### src/rtl/wave_sample_gen_pkg.sv
// Shared encodings for the waveform generator and the DAC sequencer side.
// Sample width, midscale, wave selects, FSM states, attenuation helper.
package wave_sample_gen_pkg;

    localparam int          DATA_W   = 12;
    localparam logic [11:0] MIDSCALE = 12'h800;

    typedef enum logic [1:0] {
        WAVE_SQUARE = 2'b00,
        WAVE_SAW    = 2'b01,
        WAVE_TRI    = 2'b10,
        WAVE_SINE   = 2'b11
    } wave_sel_e;

    typedef enum logic [1:0] {
        S_IDLE  = 2'b00,
        S_WAIT  = 2'b01,
        S_SHAPE = 2'b10,
        S_OFFER = 2'b11
    } state_e;

    // Arithmetic shift of the signed offset from midscale, then re-bias.
    function automatic logic [11:0] attenuate(
        input logic [11:0] v,
        input logic [2:0]  sh
    );
        logic signed [12:0] s;
        s = $signed({1'b0, v}) - 13'sd2048;
        s = s >>> sh;
        return 12'(s + 13'sd2048);
    endfunction

endpackage

### src/rtl/wave_sample_gen_if.sv
// Sample stream towards the DAC SPI sequencer.
// The sequencer answers each latched word with a one-cycle ready pulse.
interface wave_sample_gen_if;
    import wave_sample_gen_pkg::*;

    logic [DATA_W-1:0] sample;
    logic              sample_valid;
    logic              sample_ready;

    modport master (
        output sample,
        output sample_valid,
        input  sample_ready
    );

    modport slave (
        input  sample,
        input  sample_valid,
        output sample_ready
    );

endinterface

### src/rtl/wave_sine_rom.sv
// Quarter-wave sine table (256 x 11 bit) with mirroring and negation.
// The generator's sample register captures the read, so it acts as the ROM register.
module wave_sine_rom
    import wave_sample_gen_pkg::*;
(
    input  logic [11:2] p_i,
    output logic [11:0] sine_o
);

    // Bhaskara approximation of 2047*sin(90deg * a/255), rounded.
    function automatic int sine_val(input int a);
        int u;
        int den;
        u   = a * (510 - a);
        den = 325125 - u;
        return (2047 * 4 * u + den / 2) / den;
    endfunction

    logic [10:0] rom [256];
    logic [7:0]  addr;
    logic [11:0] mag;

    for (genvar g = 0; g < 256; g++) begin : g_rom
        assign rom[g] = 11'(sine_val(g));
    end

    assign addr   = p_i[10] ? ~p_i[9:2] : p_i[9:2];
    assign mag    = {1'b0, rom[addr]};
    assign sine_o = p_i[11] ? (MIDSCALE - mag) : (MIDSCALE + mag);

endmodule

### src/rtl/wave_sample_gen.sv
// Phase-accumulator waveform generator with valid/ready sample output.
// Optional sine shape via WAVE_SINE_LUT_EN; otherwise select 11 is DC midscale.
module wave_sample_gen #(
    parameter int ACC_W      = 24,
    parameter int SAMPLE_DIV = 1000,
    parameter int DATA_W     = 12
) (
    input  logic             clk,
    input  logic             rst,
    input  logic             en,
    input  logic [ACC_W-1:0] freq_word,
    input  logic [1:0]       wave_sel,
    input  logic [2:0]       atten,
    input  logic             clr_overrun,
    output logic             overrun,
    wave_sample_gen_if.master smp
);
    import wave_sample_gen_pkg::*;

    localparam int             CNT_W    = $clog2(SAMPLE_DIV);
    localparam logic [CNT_W-1:0] CNT_LAST = CNT_W'(SAMPLE_DIV - 1);

    state_e            state_q, state_d;
    logic [CNT_W-1:0]  cnt_q, cnt_d;
    logic [ACC_W-1:0]  phase_q, phase_d;
    logic [DATA_W-1:0] sample_q, sample_d;
    logic              over_q, over_d;
    logic              tick;
    logic [11:0]       p;
    logic [11:0]       shaped;
    logic [11:0]       sine_w;

    assign tick = en && (cnt_q == CNT_LAST);
    assign p    = phase_q[ACC_W-1 -: 12];

`ifdef WAVE_SINE_LUT_EN
    wave_sine_rom u_sine_rom (
        .p_i    (p[11:2]),
        .sine_o (sine_w)
    );
`else
    assign sine_w = MIDSCALE;
`endif

    always_comb begin
        shaped = MIDSCALE;
        unique case (wave_sel_e'(wave_sel))
            WAVE_SQUARE: shaped = p[11] ? 12'hFFF : 12'h000;
            WAVE_SAW:    shaped = p;
            WAVE_TRI:    shaped = p[11] ? ~{p[10:0], 1'b0}
                                        :  {p[10:0], 1'b0};
            WAVE_SINE:   shaped = sine_w;
        endcase
    end

    always_comb begin
        state_d  = state_q;
        phase_d  = phase_q;
        sample_d = sample_q;
        over_d   = clr_overrun ? 1'b0 : over_q;
        cnt_d    = tick ? '0 : cnt_q + 1'b1;

        unique case (state_q)
            S_IDLE: begin
                if (en) state_d = S_WAIT;
            end
            S_WAIT: begin
                if (tick) begin
                    phase_d = phase_q + freq_word;
                    state_d = S_SHAPE;
                end
            end
            S_SHAPE: begin
                sample_d = attenuate(shaped, atten);
                state_d  = S_OFFER;
            end
            S_OFFER: begin
                // A tick here still advances phase; acceptance beats overrun.
                if (tick) phase_d = phase_q + freq_word;
                if (smp.sample_ready) state_d = S_WAIT;
                else if (tick)        over_d  = 1'b1;
            end
            default: state_d = S_IDLE;
        endcase

        if (!en) begin
            state_d  = S_IDLE;
            cnt_d    = '0;
            phase_d  = phase_q;
            sample_d = sample_q;
        end
    end

    always_ff @(posedge clk or posedge rst) begin
        if (rst) begin
            state_q  <= S_IDLE;
            cnt_q    <= '0;
            phase_q  <= '0;
            sample_q <= MIDSCALE;
            over_q   <= 1'b0;
        end else begin
            state_q  <= state_d;
            cnt_q    <= cnt_d;
            phase_q  <= phase_d;
            sample_q <= sample_d;
            over_q   <= over_d;
        end
    end

    assign smp.sample       = sample_q;
    assign smp.sample_valid = (state_q == S_OFFER);
    assign overrun          = over_q;

endmodule

### src/flat_wrapper.sv
// flat-port wrapper written by rule: the top's interface ports become plain ports
module wave_sample_gen_flat import wave_sample_gen_pkg::*;
#(
    parameter int ACC_W      = 24,
    parameter int SAMPLE_DIV = 1000,
    parameter int DATA_W     = 12
)
  (clk, rst, en, freq_word, wave_sel, atten, clr_overrun, overrun, smp_sample, smp_sample_valid, smp_sample_ready);
  wave_sample_gen_if smp_i ();
  input  logic clk;
  input  logic rst;
  input  logic en;
  input  logic [ACC_W-1:0] freq_word;
  input  logic [1:0] wave_sel;
  input  logic [2:0] atten;
  input  logic clr_overrun;
  output logic overrun;
  output wire logic [$bits(smp_i.sample)-1:0] smp_sample;
  output wire logic [$bits(smp_i.sample_valid)-1:0] smp_sample_valid;
  input wire logic [$bits(smp_i.sample_ready)-1:0] smp_sample_ready;
  assign smp_sample = smp_i.sample;
  assign smp_sample_valid = smp_i.sample_valid;
  assign smp_i.sample_ready = smp_sample_ready;
  wave_sample_gen #(.ACC_W(ACC_W), .SAMPLE_DIV(SAMPLE_DIV), .DATA_W(DATA_W)) u_core (.clk(clk), .rst(rst), .en(en), .freq_word(freq_word), .wave_sel(wave_sel), .atten(atten), .clr_overrun(clr_overrun), .overrun(overrun), .smp(smp_i));
endmodule
### config.mk
export PLATFORM = sky130hd
export DESIGN_NAME = wave_sample_gen_flat
export DESIGN_NICKNAME = d
export VERILOG_FILES = /design/src/rtl/wave_sample_gen_pkg.sv /design/src/rtl/wave_sample_gen_if.sv /design/src/rtl/wave_sine_rom.sv /design/src/rtl/wave_sample_gen.sv /design/src/flat_wrapper.sv
export SDC_FILE = /design/constraint.sdc
export NUM_CORES = 1
export LEC_CHECK = 0
export BUFFER_PORTS_ARGS = -buffer_cell sky130_fd_sc_hd__buf_2
export CAP_MARGIN = 20
export CORE_ASPECT_RATIO = 1.25
export CORE_MARGIN = 2
export CORE_UTILIZATION = 55
export CTS_BUF_LIST = sky130_fd_sc_hd__clkbuf_2 sky130_fd_sc_hd__clkbuf_4 sky130_fd_sc_hd__clkbuf_8
export DETAILED_ROUTE_END_ITERATION = 16
export MAX_ROUTING_LAYER = met4
export PLACE_DENSITY_LB_ADDON = 0.3
export SLEW_MARGIN = 20
export SYNTH_ARGS = -nofsm -noshare
export SYNTH_HDL_FRONTEND = slang
export SYNTH_HIERARCHICAL = 1
export SYNTH_SLANG_ARGS = --single-unit
### constraint.sdc
create_clock -name clk -period 2.65 [get_ports clk]
set_clock_uncertainty 0.15 [all_clocks]
set_input_delay 0 -clock clk [delete_from_list [all_inputs] [get_ports clk]]
set_output_delay 0 -clock clk [all_outputs]
set_load 0.05 [all_outputs]
==> results.toml <==
[drt]
post-route-drc-count = 0
drt_iter0_markers = 235
ant_nets = 0
vias = 3352
wl_per_cell_um = 14.1
wirelength_mm = 8.26
vias_per_cell = 5.71
dr.pass1.iters = 4

[setup_path]
worstPathArrival_ps = 2580
r2r_cells = 9
cp_cell_sequence = "ha_2, a21oi_2, o21ai_1, a311oi_2, o31ai_4, a221o_1, a21oi_2, xor2_1, o21ai_1"
reg2reg_slack_ps = 110
worstPathMaxFanout = 7
critPathKind = "reg -> reg"
cp.buffers_inverters = 0
worstPathRequired_ps = 2690
reg2reg_from = "u_core/phase_q[10]$_DFFE_PP0P_"
cp-start-kind = "register"
path_delay_family = "compound AO/OA/AOI/OAI gates"
cpMaxStageDelayCell = "dfrtp_1"
end_kind = "register"
crit_path_max_incr_delay_ps = 400
timing.rr.end = "u_core/phase_q[19]$_DFFE_PP0P_"

[logic_synthesis]
ys_types = 62
synth-seq-area-share = 0.319
syn_inst = 436
yosys_register_bits = 49
syn_area_per_cell_sq_um = 8.82
netlist_area_sq_um = 3840
yosysWarnings = 6
synth_nets = 499
synth_edf_count = 0
ys_async_sr_fraction = 1.00
synthFlopType = "dfrtp_1"

[clock_network]
max-clock-path-buffers = 2
h-tree-depth = 2
root_buffer = "clkbuf_8"
clock_latency_ps = 310
cts_tree = "done"
cts_buffers = 5
cts.clk_slew.worst_paths_ps = 100
clkSinkCount = 49

[die]
initial_core_util = 0.561
dieHeight_um = 97.5
num_rows = 34
dieWidth_um = 78.8
pin_count = 48
die-area_sq_um = 7680
coreArea_sq_um = 6850

[worst_hold_path]
hold_class = "in -> reg"
hold_path_end = "u_core/phase_q[12]$_DFFE_PP0P_"
min_from = "freq_word[12]"
holdPathStages = 4

[placed_design]
numPortBuffers = 47
placed_cells = 565
gp_congestion = 0.890
dp_slack_ps = 33.0
hpwl_mm = 6.29

[layout]
drive_gt1_frac = 0.237
nFillCells = 606
num_antenna_cells = 0
syn_to_final_growth_pct = 16.8
utilization = 0.656
register_area_sq_um = 1230
nets = 559
fin_cells = 587
multiInputGateArea_sq_um = 2550

[timing]
setup_viol = 0
fin_crit_sh = 0.958
min_period_ps = 2540
fmaxAchievable_mhz = 394
finalHoldViolations = 0
fin_ws_ps = 112
hold_ws_ps = 2.90
slew_violations = 0
relSlewSlack = 0.437
setup_tns_ps = 0
tightest_slew_ps = 843

[global_routing]
grt_start_max_net_pins = 50
first_global_vias = 3373
grt_pass1_wl_mm = 14.6
grt_use_total = 0.237
globalRouteOverflowTotal = 0
antenna_found_initial = 0

[outcome]
status = "completed"

[run]
drv_cap = 0

[pwr]
ir_drop_uv = 377
p_leak_nw = 2.08
power_density_nw_per_um2 = 433
==> how the worst max path moves through the flow <==
stage	start	endpoint	slack [ps]	cells past startpoint
2_1_floorplan	u_core/phase_q[0]$_DFFE_PP0P_	u_core/phase_q[20]$_DFFE_PP0P_	190	10
3_3_place_gp	u_core/phase_q[0]$_DFFE_PP0P_	u_core/phase_q[20]$_DFFE_PP0P_	110	10
3_5_place_dp	u_core/phase_q[0]$_DFFE_PP0P_	u_core/phase_q[20]$_DFFE_PP0P_	30	10
4_1_cts	u_core/phase_q[0]$_DFFE_PP0P_	u_core/phase_q[20]$_DFFE_PP0P_	2	10
5_1_grt	u_core/phase_q[10]$_DFFE_PP0P_	u_core/phase_q[19]$_DFFE_PP0P_	-30	9
6_report	u_core/phase_q[10]$_DFFE_PP0P_	u_core/phase_q[19]$_DFFE_PP0P_	110	9
==> state kept, by name, indices dropped and copies added, names as in the netlist <==
| name | flops |
|---|---|
| u_core/smp.sample | 12 |
| u_core/phase_q | 24 |
| u_core/state_q | 2 |
| u_core/cnt_q | 10 |
| u_core/overrun | 1 |
==> where the power goes <==
group / internal [W] / switching (W)
Combinational: 0.000193 / 0.000424
Clock: 0.000191 / 0.000267
Sequential: 0.000826 / 0.0000438
==> worst reg2reg max path, delay by kind of cell, from the launching register on <==
kind / cells / cell delay [ps]
adders and majority gates: 1 / 320
AOI/OAI and AO/OA: 7 / 1400
DFF: 1 / 400
xor gates and xnor gates: 1 / 150
==> cells in the final DEF, fill, tap and decap left out, drive strengths merged, types with 5 or more instances in the layout <==
cell type / n
o21ai: 49
clkbuf: 5
nor2: 31
xor2: 27
mux2: 9
xnor2: 12
dfrtp: 48
and3: 5
ha: 28
a21oi: 36
dlygate4sd3: 8
nand2: 63
mux2i: 9
inv: 10
a21o: 13
nand3: 9
a2bb2oi: 6
buf: 67
==> per-layer routing <==
| layer | vias up | share of wire | global-route usage |
|---|---|---|---|
| met1 | 1575 | 0.44 | 0.288 |
| li1 | 1685 | - | - |
| met3 | 13 | 0.039 | 0.0325 |
| met5 | - | 0 | - |
| met4 | 0 | 0.015 | 0.0756 |
| met2 | 79 | 0.50 | 0.404 |
==> logic make-up (layout without fill, tap and decap cells) <==
| group | after synthesis | after routing | synth area share |
|---|---|---|---|
| buffers and inverters | 32 | 93 | 0.0426 |
| flip-flops | 49 | 49 | 0.319 |
| XOR/XNOR | 39 | 39 | 0.0888 |
| adder cells (fa/ha/maj) | 29 | 29 | 0.0963 |
| multiplexers | 22 | 22 | 0.0732 |
| AO/OA/AOI/OAI | 137 | 137 | 0.233 |
| AND/OR/NAND/NOR | 128 | 128 | 0.146 |
==> synthesized netlist by cell type, types with 2 or more instances <==
library cell / n / area (sq um)
a21o_1: 11 / 82.6
xor2_1: 27 / 236
o21a_1: 2 / 15.0
inv_1: 9 / 33.8
mux2_2: 8 / 90.1
or3_1: 2 / 12.5
a21oi_1: 32 / 160
o21bai_1: 3 / 22.5
nor3_1: 2 / 10.0
o21ai_1: 10 / 50.1
nor2_1: 30 / 113
nand4_1: 3 / 18.8
nand2_1: 62 / 233
clkbuf_1: 11 / 41.3
nor2b_1: 4 / 25.0
ha_1: 28 / 350
dfrtp_1: 48 / 1200
o22ai_1: 3 / 18.8
and3_1: 5 / 31.3
mux2i_1: 9 / 90.1
o221ai_1: 4 / 35.0
a21o_2: 2 / 17.5
buf_2: 5 / 25.0
o21ai_0: 39 / 195
buf_6: 4 / 45.0
a31oi_1: 3 / 18.8
nand3_1: 9 / 45.0
buf_4: 2 / 15.0
nand2b_1: 2 / 12.5
o211a_1: 2 / 20.0
o211ai_1: 2 / 15.0
a21oi_2: 4 / 35.0
a2bb2oi_1: 6 / 52.6
mux4_2: 4 / 90.1
xnor2_1: 12 / 105
==> per-stage QoR <==
step / power, W / instance area, sq um
6_report: 0.00194 / 4490
5_1_grt: 0.00206 / 4490
4_1_cts: 0.00196 / 4350
3_5_place_dp: 0.00149 / 4170
3_3_place_gp: 0.00148 / 4170
2_1_floorplan: 0.00135 / 3840
==> timing repair <==
item,CTS,global route
endpoints found under the setup margin,0,7
gates resized for setup,0,16
hold buffers,8,0
setup buffers,0,6
hold endpoints to repair,61,0
==> layout make-up <==
class / count / area share
multi-input combinational: 355 / 0.568
timing repair buffer: 75 / 0.104
sequential: 49 / 0.273
inverter: 10 / 0.00864
clock buffer: 5 / 0.0153
tap: 90 / 0.0251
clock inverter: 3 / 0.00557
Note: power is estimated with default switching activity, not from simulation.
